--- config.mk ---
export PLATFORM = sky130hd
export DESIGN_NAME = pep_ks_cmd_sched
export DESIGN_NICKNAME = d
export VERILOG_FILES = /design/src/rtl/pep_ks_cmd_sched.sv
export SDC_FILE = /design/constraint.sdc
export NUM_CORES = 1
export LEC_CHECK = 0
export BUFFER_PORTS_ARGS = -buffer_cell sky130_fd_sc_hd__buf_2
export CAP_MARGIN = 20
export CORE_ASPECT_RATIO = 1.2
export CORE_MARGIN = 4
export CORE_UTILIZATION = 41
export DETAILED_ROUTE_END_ITERATION = 6
export REMOVE_ABC_BUFFERS = 1
export SLEW_MARGIN = 20
export SYNTH_ARGS = -nofsm -noshare
export SYNTH_HDL_FRONTEND = slang
export SYNTH_SLANG_ARGS = --single-unit
--- constraint.sdc ---
create_clock -name clk -period 2.4 [get_ports clk]
set_input_delay 0.48 -clock clk [delete_from_list [all_inputs] [get_ports clk]]
set_output_delay 0.48 -clock clk [all_outputs]
set_load 0.005 [all_outputs]
--- src/rtl/pep_ks_cmd_sched.sv ---
// KS command scheduler: buffers sequencer commands and issues one per key-switch
// enquiry while a KSK pass slot is free; supports an orderly flush on reset_cache.
module pep_ks_cmd_sched #(
    parameter int CMD_W        = 16,
    parameter int FIFO_DEPTH   = 4,
    parameter int MAX_INFLIGHT = 2,
    parameter int ENQ_MAX      = 7
) (
    input  logic             clk,
    input  logic             s_rst,
    input  logic [CMD_W-1:0] seq_cmd,
    input  logic             seq_cmd_vld,
    output logic             seq_cmd_rdy,
    input  logic             ks_seq_cmd_enquiry,
    output logic [CMD_W-1:0] seq_ks_cmd,
    output logic             seq_ks_cmd_avail,
    input  logic             inc_ksk_rd_ptr,
    input  logic             reset_cache,
    output logic             flush_done,
    output logic [3:0]       inflight_cnt,
    output logic [2:0]       sched_error
);

    localparam int AW = (FIFO_DEPTH > 1) ? $clog2(FIFO_DEPTH) : 1;
    localparam int CW = AW + 1;
    localparam int EW = $clog2(ENQ_MAX + 1);

    localparam logic [CW-1:0] DEPTH_V   = CW'(FIFO_DEPTH);
    localparam logic [3:0]    MAX_IF_V  = 4'(MAX_INFLIGHT);
    localparam logic [EW-1:0] ENQ_MAX_V = EW'(ENQ_MAX);

    typedef enum logic [1:0] {
        ST_IDLE  = 2'd0,
        ST_WAIT  = 2'd1,
        ST_ISSUE = 2'd2,
        ST_FLUSH = 2'd3
    } state_t;

    state_t state, state_nxt;

    logic [CMD_W-1:0] mem [FIFO_DEPTH];
    logic [AW-1:0]    wr_ptr, rd_ptr;
    logic [CW-1:0]    fifo_cnt;
    logic [EW-1:0]    enq_cnt;
    logic [3:0]       inflight;
    logic             flush_pend;
    logic [CMD_W-1:0] cmd_q;
    logic [2:0]       err_q;

    logic fifo_empty, fifo_full, fifo_wr;
    logic has_credit, has_work, can_issue, issue, flush_exit;

    assign fifo_empty = (fifo_cnt == '0);
    assign fifo_full  = (fifo_cnt == DEPTH_V);
    assign has_credit = (inflight < MAX_IF_V);
    assign has_work   = (enq_cnt != '0) && !fifo_empty;
    assign can_issue  = has_work && has_credit && (state == ST_IDLE);
    assign issue      = (state == ST_ISSUE);
    assign flush_exit = (state == ST_FLUSH) && (inflight == 4'd0);
    assign fifo_wr    = seq_cmd_vld && seq_cmd_rdy;

    // NOTE: sequential state uses non-blocking (<=) so every register samples pre-edge values.
    always_ff @(posedge clk) begin
        if (s_rst) state <= ST_IDLE;
        else       state <= state_nxt;
    end

    // NOTE: the default assignment first keeps this combinational block latch-free.
    always_comb begin
        state_nxt = state;
        case (state)
            ST_IDLE: begin
                if (reset_cache || flush_pend) state_nxt = ST_FLUSH;
                else if (can_issue)            state_nxt = ST_ISSUE;
                else if (has_work)             state_nxt = ST_WAIT;
            end
            ST_WAIT: begin
                if (reset_cache)     state_nxt = ST_FLUSH;
                else if (has_credit) state_nxt = ST_IDLE;
            end
            ST_ISSUE: state_nxt = ST_IDLE;
            ST_FLUSH: if (inflight == 4'd0) state_nxt = ST_IDLE;
            default:  state_nxt = ST_IDLE;
        endcase
    end

    // A full FIFO still accepts a write in the cycle its head is popped.
    always_comb begin
        seq_cmd_rdy      = !s_rst && (!fifo_full || issue) && (state != ST_FLUSH);
        seq_ks_cmd_avail = issue;
        flush_done       = flush_exit;
    end

    assign seq_ks_cmd   = cmd_q;
    assign inflight_cnt = inflight;
    assign sched_error  = err_q;

    // NOTE: the storage array is not reset; occupancy and pointers alone define validity.
    always_ff @(posedge clk) begin
        if (fifo_wr) mem[wr_ptr] <= seq_cmd;
    end

    always_ff @(posedge clk) begin
        if (s_rst) begin
            wr_ptr     <= '0;
            rd_ptr     <= '0;
            fifo_cnt   <= '0;
            enq_cnt    <= '0;
            inflight   <= '0;
            flush_pend <= 1'b0;
            cmd_q      <= '0;
            err_q      <= '0;
        end else begin
            if (issue && reset_cache)        flush_pend <= 1'b1;
            else if (state_nxt == ST_FLUSH)  flush_pend <= 1'b0;

            // Latch the head on the decision edge so the output is held after issue.
            if (state_nxt == ST_ISSUE) cmd_q <= mem[rd_ptr];

            if (flush_exit) begin
                wr_ptr   <= '0;
                rd_ptr   <= '0;
                fifo_cnt <= '0;
            end else begin
                if (fifo_wr) wr_ptr <= wr_ptr + 1'b1;
                if (issue)   rd_ptr <= rd_ptr + 1'b1;
                case ({fifo_wr, issue})
                    2'b10:   fifo_cnt <= fifo_cnt + 1'b1;
                    2'b01:   fifo_cnt <= fifo_cnt - 1'b1;
                    default: fifo_cnt <= fifo_cnt;
                endcase
            end

            // An enquiry at saturation is dropped even if an issue coincides.
            if (flush_exit) begin
                enq_cnt <= '0;
            end else begin
                case ({ks_seq_cmd_enquiry, issue})
                    2'b10:   if (enq_cnt != ENQ_MAX_V) enq_cnt <= enq_cnt + 1'b1;
                    2'b01:   enq_cnt <= enq_cnt - 1'b1;
                    2'b11:   if (enq_cnt == ENQ_MAX_V) enq_cnt <= enq_cnt - 1'b1;
                    default: enq_cnt <= enq_cnt;
                endcase
            end

            case ({issue, inc_ksk_rd_ptr})
                2'b10:   inflight <= inflight + 1'b1;
                2'b01:   if (inflight != 4'd0) inflight <= inflight - 1'b1;
                default: inflight <= inflight;
            endcase

            if (inc_ksk_rd_ptr && !issue && (inflight == 4'd0)) err_q[0] <= 1'b1;
            if (ks_seq_cmd_enquiry && (enq_cnt == ENQ_MAX_V))    err_q[1] <= 1'b1;
            if (seq_cmd_vld && (state == ST_FLUSH))              err_q[2] <= 1'b1;
        end
    end

endmodule
==> impl_metrics.json <==
{
  "core_area_sq_um": 9662,
  "data_arrival_time_at_the_worst_slack_endpoint_ns": 2.43,
  "cell_internal_pwr_mw": 3.775,
  "worstSetupPathType": "reg2reg",
  "fin_setup_tns_ns": 0,
  "std_cell_rows": 39,
  "max_fo_critical_path": 7,
  "route.detailed.wl_per_inst_um": 16.70,
  "clkPwrFrac_pct": 25.6,
  "later_pin_clock_latency_in_the_skew_report_ns": 0.33,
  "synth_enable_flop_cells": 64,
  "maxClockFrequency_mhz": 452.4,
  "swShare_pct": 33.46,
  "first_global_vias": 2551,
  "post-route-worst-setup-slack_ns": 0.1895,
  "synthesis.area_sq_um": 4111,
  "n_fill_cell": 864,
  "pre_cts_slack_ns": 0.1185,
  "worst_slew_margin_rel_pct": 73.16,
  "syn2layout_area_growth_pct": 17.77,
  "power_frac_seq_pct": 41.5,
  "cts_sinks": 100,
  "wirelength_um": 8035,
  "register_area_sq_um": 2643,
  "skew_ns": 0.009545,
  "die_height_um": 117.7,
  "via_count": 2534,
  "htree_num_levels": 3,
  "max_cap_violations": 0,
  "post_synth_num_cell_types": 40,
  "finish.net_count": 385,
  "timing.critical_path.from_type": "register",
  "total_leakage_power_nw": 1.791,
  "hold_viol_final": 0,
  "combPwrFrac_pct": 32.9,
  "critical_path_cell_with_the_highest_stage_delay": "sky130_fd_sc_hd__dfxtp_1",
  "multiInputGateArea_sq_um": 1358,
  "asyncSetResetFlopFracSynth_pct": 0,
  "grt-ovfl-total": 0,
  "cts_hold_repair.buffers": 0,
  "power_per_cell_area_nw_per_um2": 1172,
  "vdd_drop_max_mv": 0.5246,
  "report.final.setup_viol": 0,
  "synthFlopType": "sky130_fd_sc_hd__edfxtp_1",
  "fin_crit_ns": 2.210,
  "placedInstanceArea_sq_um": 4531,
  "post-synth-top-area-fraction_pct": 46.74,
  "postSynthAreaPerCell_sq_um": 13.84,
  "critical-path-max-stage-delay_ns": 0.44,
  "ys_seq_area_share_pct": 64.27,
  "finalNonFillerCells": 481,
  "report.final.slew_viol_count": 0,
  "critical_path_required_ns": 2.62,
  "root_buffer": "sky130_fd_sc_hd__clkbuf_16",
  "status": "completed",
  "p_sw_mw": 1.899,
  "grt_max_degree": 28,
  "clk_transition_reported_paths_ns": 0.07,
  "placed_cells": 465,
  "first_pass_iters": 4,
  "yosysTopAreaCell": "sky130_fd_sc_hd__edfxtp_1",
  "fin_crit_sh_pct": 92.10,
  "rsz0062_at_grt": "no",
  "netlist_instances": 297,
  "post_route_cells_drive_above_1_share_pct": 29.05,
  "hold_ws_ns": 0.3536,
  "finish.instance_area_sq_um": 4842,
  "post_synth_main_area_contributors": "sky130_fd_sc_hd__edfxtp_1 47%, sky130_fd_sc_hd__dfxtp_1 18%, sky130_fd_sc_hd__mux4_2 8.8%, sky130_fd_sc_hd__a21oi_1 2.8%, sky130_fd_sc_hd__nand3_1 2.3%",
  "drt.antenna.violating_nets": 0,
  "drt_drc_violations_left": 0,
  "dr.first_iter.drc_count": 120,
  "io_buffer_count": 47,
  "diodes": 0,
  "pin_count": 48,
  "ys_warn_count": 0,
  "detailed_placer_s_ending_hpwl_um": 5278,
  "wire_length_of_the_first_global_routing_pass_um": 13110,
  "setup.worst_path.end_class": "register",
  "vias_per_cell": 5.268,
  "synth-seq-cells": 100,
  "die_area_sq_um": 11700,
  "cts_max_path_buffers": 2,
  "ys_top_cells_by_count": "64 x sky130_fd_sc_hd__edfxtp_1, 36 x sky130_fd_sc_hd__dfxtp_1, 23 x sky130_fd_sc_hd__a21oi_1, 22 x sky130_fd_sc_hd__nor2_1, 19 x sky130_fd_sc_hd__nand3_1",
  "synthMostInstantiatedCell": "sky130_fd_sc_hd__edfxtp_1",
  "worst-slew-pin-transition_ns": 0.4026,
  "tritoncts_clock_tree": "yes",
  "min-delay-path-class": "in2reg",
  "floorplan.die.width_um": 99.42,
  "gp_routability_congestion": 0.7768,
  "antenna_violations_before_repair": 0,
  "num_cts_buffers": 9,
  "track_usage_pct": 14.73,
  "cp_cell_sequence": "nand2_1 > nor3b_2 > and2_1 > inv_1 > ha_1 > inv_1 > fa_1 > xor2_1 > nor2_1 > xnor2_1 > nor2_1",
  "initial_core_util_pct": 42.55
}
-- flip-flops by register name, indices dropped and copies added (netlist names) --
register	count
sched_error	3
seq_ks_cmd	16
wr_ptr	2
fifo_cnt	3
state	2
enq_cnt	3
rd_ptr	2
inflight_cnt	4
flush_pend	1
mem	64
-- stage by stage --
step / power, mW / util, %
final: 5.674 / 50.12
after global routing: 6.085 / 50.12
after CTS: 5.764 / 50.05
after detailed placement: 4.295 / 46.89
after global placement: 4.243 / 46.89
after floorplan: 3.589 / -
-- power groups by stage --
stage	combinational, mW	clock [mW]	sequential, mW
global route	2.11	1.58	2.39
CTS	1.91	1.50	2.35
detailed placement	1.90	0	2.39
finish	1.87	1.45	2.35
floorplan	1.19	0	2.40
global placement	1.86	0	2.38
-- kinds of logic (layout without fill, tap and decap cells) --
logic type	after synthesis	after routing	share of synthesized area (%)
muxes	18	18	9.251
DFF	100	100	64.27
xor gates and xnor gates	10	10	2.130
buffers and inverters	26	87	2.860
and+or+nand+nor	77	77	9.647
adders and majority gates	10	10	3.591
AOI/OAI and AO/OA	56	56	8.247
-- critical path, delay by kind of cell, from the launching register on --
| kind | cells | cell delay (ns) |
|---|---|---|
| xor+xnor | 2 | 0.28 |
| fa+ha+maj | 2 | 0.55 |
| buf+inv | 2 | 0.14 |
| flops | 1 | 0.44 |
| simple gates | 5 | 0.68 |
-- path summary, 6_finish.rpt --
check | from | to | depth (start not counted) | slack (ns)
worst max register to register | state[1] | fifo_cnt[2] | 11 | 0.19
worst min-delay path | seq_cmd[9] | mem[2][9] | 1 | 0.35
worst min register to register | sched_error[0] | sched_error[0] | 2 | 0.47
worst max-delay path | state[1] | fifo_cnt[2] | 11 | 0.19
-- placed cells by master, fill, tap and decap left out, types with 3 or more instances in the layout --
master                      instances
sky130_fd_sc_hd__buf_4             11
sky130_fd_sc_hd__xor2_1             3
sky130_fd_sc_hd__a211oi_1           3
sky130_fd_sc_hd__inv_1             12
sky130_fd_sc_hd__and3_1             5
sky130_fd_sc_hd__clkbuf_16          9
sky130_fd_sc_hd__nor2_1            22
sky130_fd_sc_hd__buf_2             47
sky130_fd_sc_hd__inv_6              3
sky130_fd_sc_hd__edfxtp_1          64
sky130_fd_sc_hd__dfxtp_1           36
sky130_fd_sc_hd__o21ai_0            9
sky130_fd_sc_hd__a21oi_1           23
sky130_fd_sc_hd__nand2b_1           3
sky130_fd_sc_hd__o21ai_1           11
sky130_fd_sc_hd__nand3_1           19
sky130_fd_sc_hd__xnor2_1            7
sky130_fd_sc_hd__nor3_2             3
sky130_fd_sc_hd__mux4_2            16
sky130_fd_sc_hd__ha_1               7
sky130_fd_sc_hd__nand2_1           15
sky130_fd_sc_hd__fa_1               3
-- timing repair --
action / 4_1_cts / 5_1_grt
endpoints found under the setup margin: 0 / 1
buffers inserted: 0 / 0
resized for setup: 0 / 1
-- per-layer routing --
metal	vias to the layer above	wire length [um]	global-route usage [%]	part of all wire (%)
met2	46	4187	24.96	52
met4	0	138	6.319	1.7
met1	1262	3377	17.75	42
met3	8	331	3.497	4.1
met5	-	0	0	0
li1	1218	-	-	-
-- area by class of cell --
cell class / instances / share of cell area [%]
sequential: 100 / 54.57
multi-input combinational: 171 / 28.04
inverter: 12 / 0.9302
clock buffer: 9 / 4.651
timing repair buffer: 59 / 6.977
tap: 123 / 3.178
clock inverter: 7 / 1.654
Note: power is estimated with default switching activity, not from simulation.
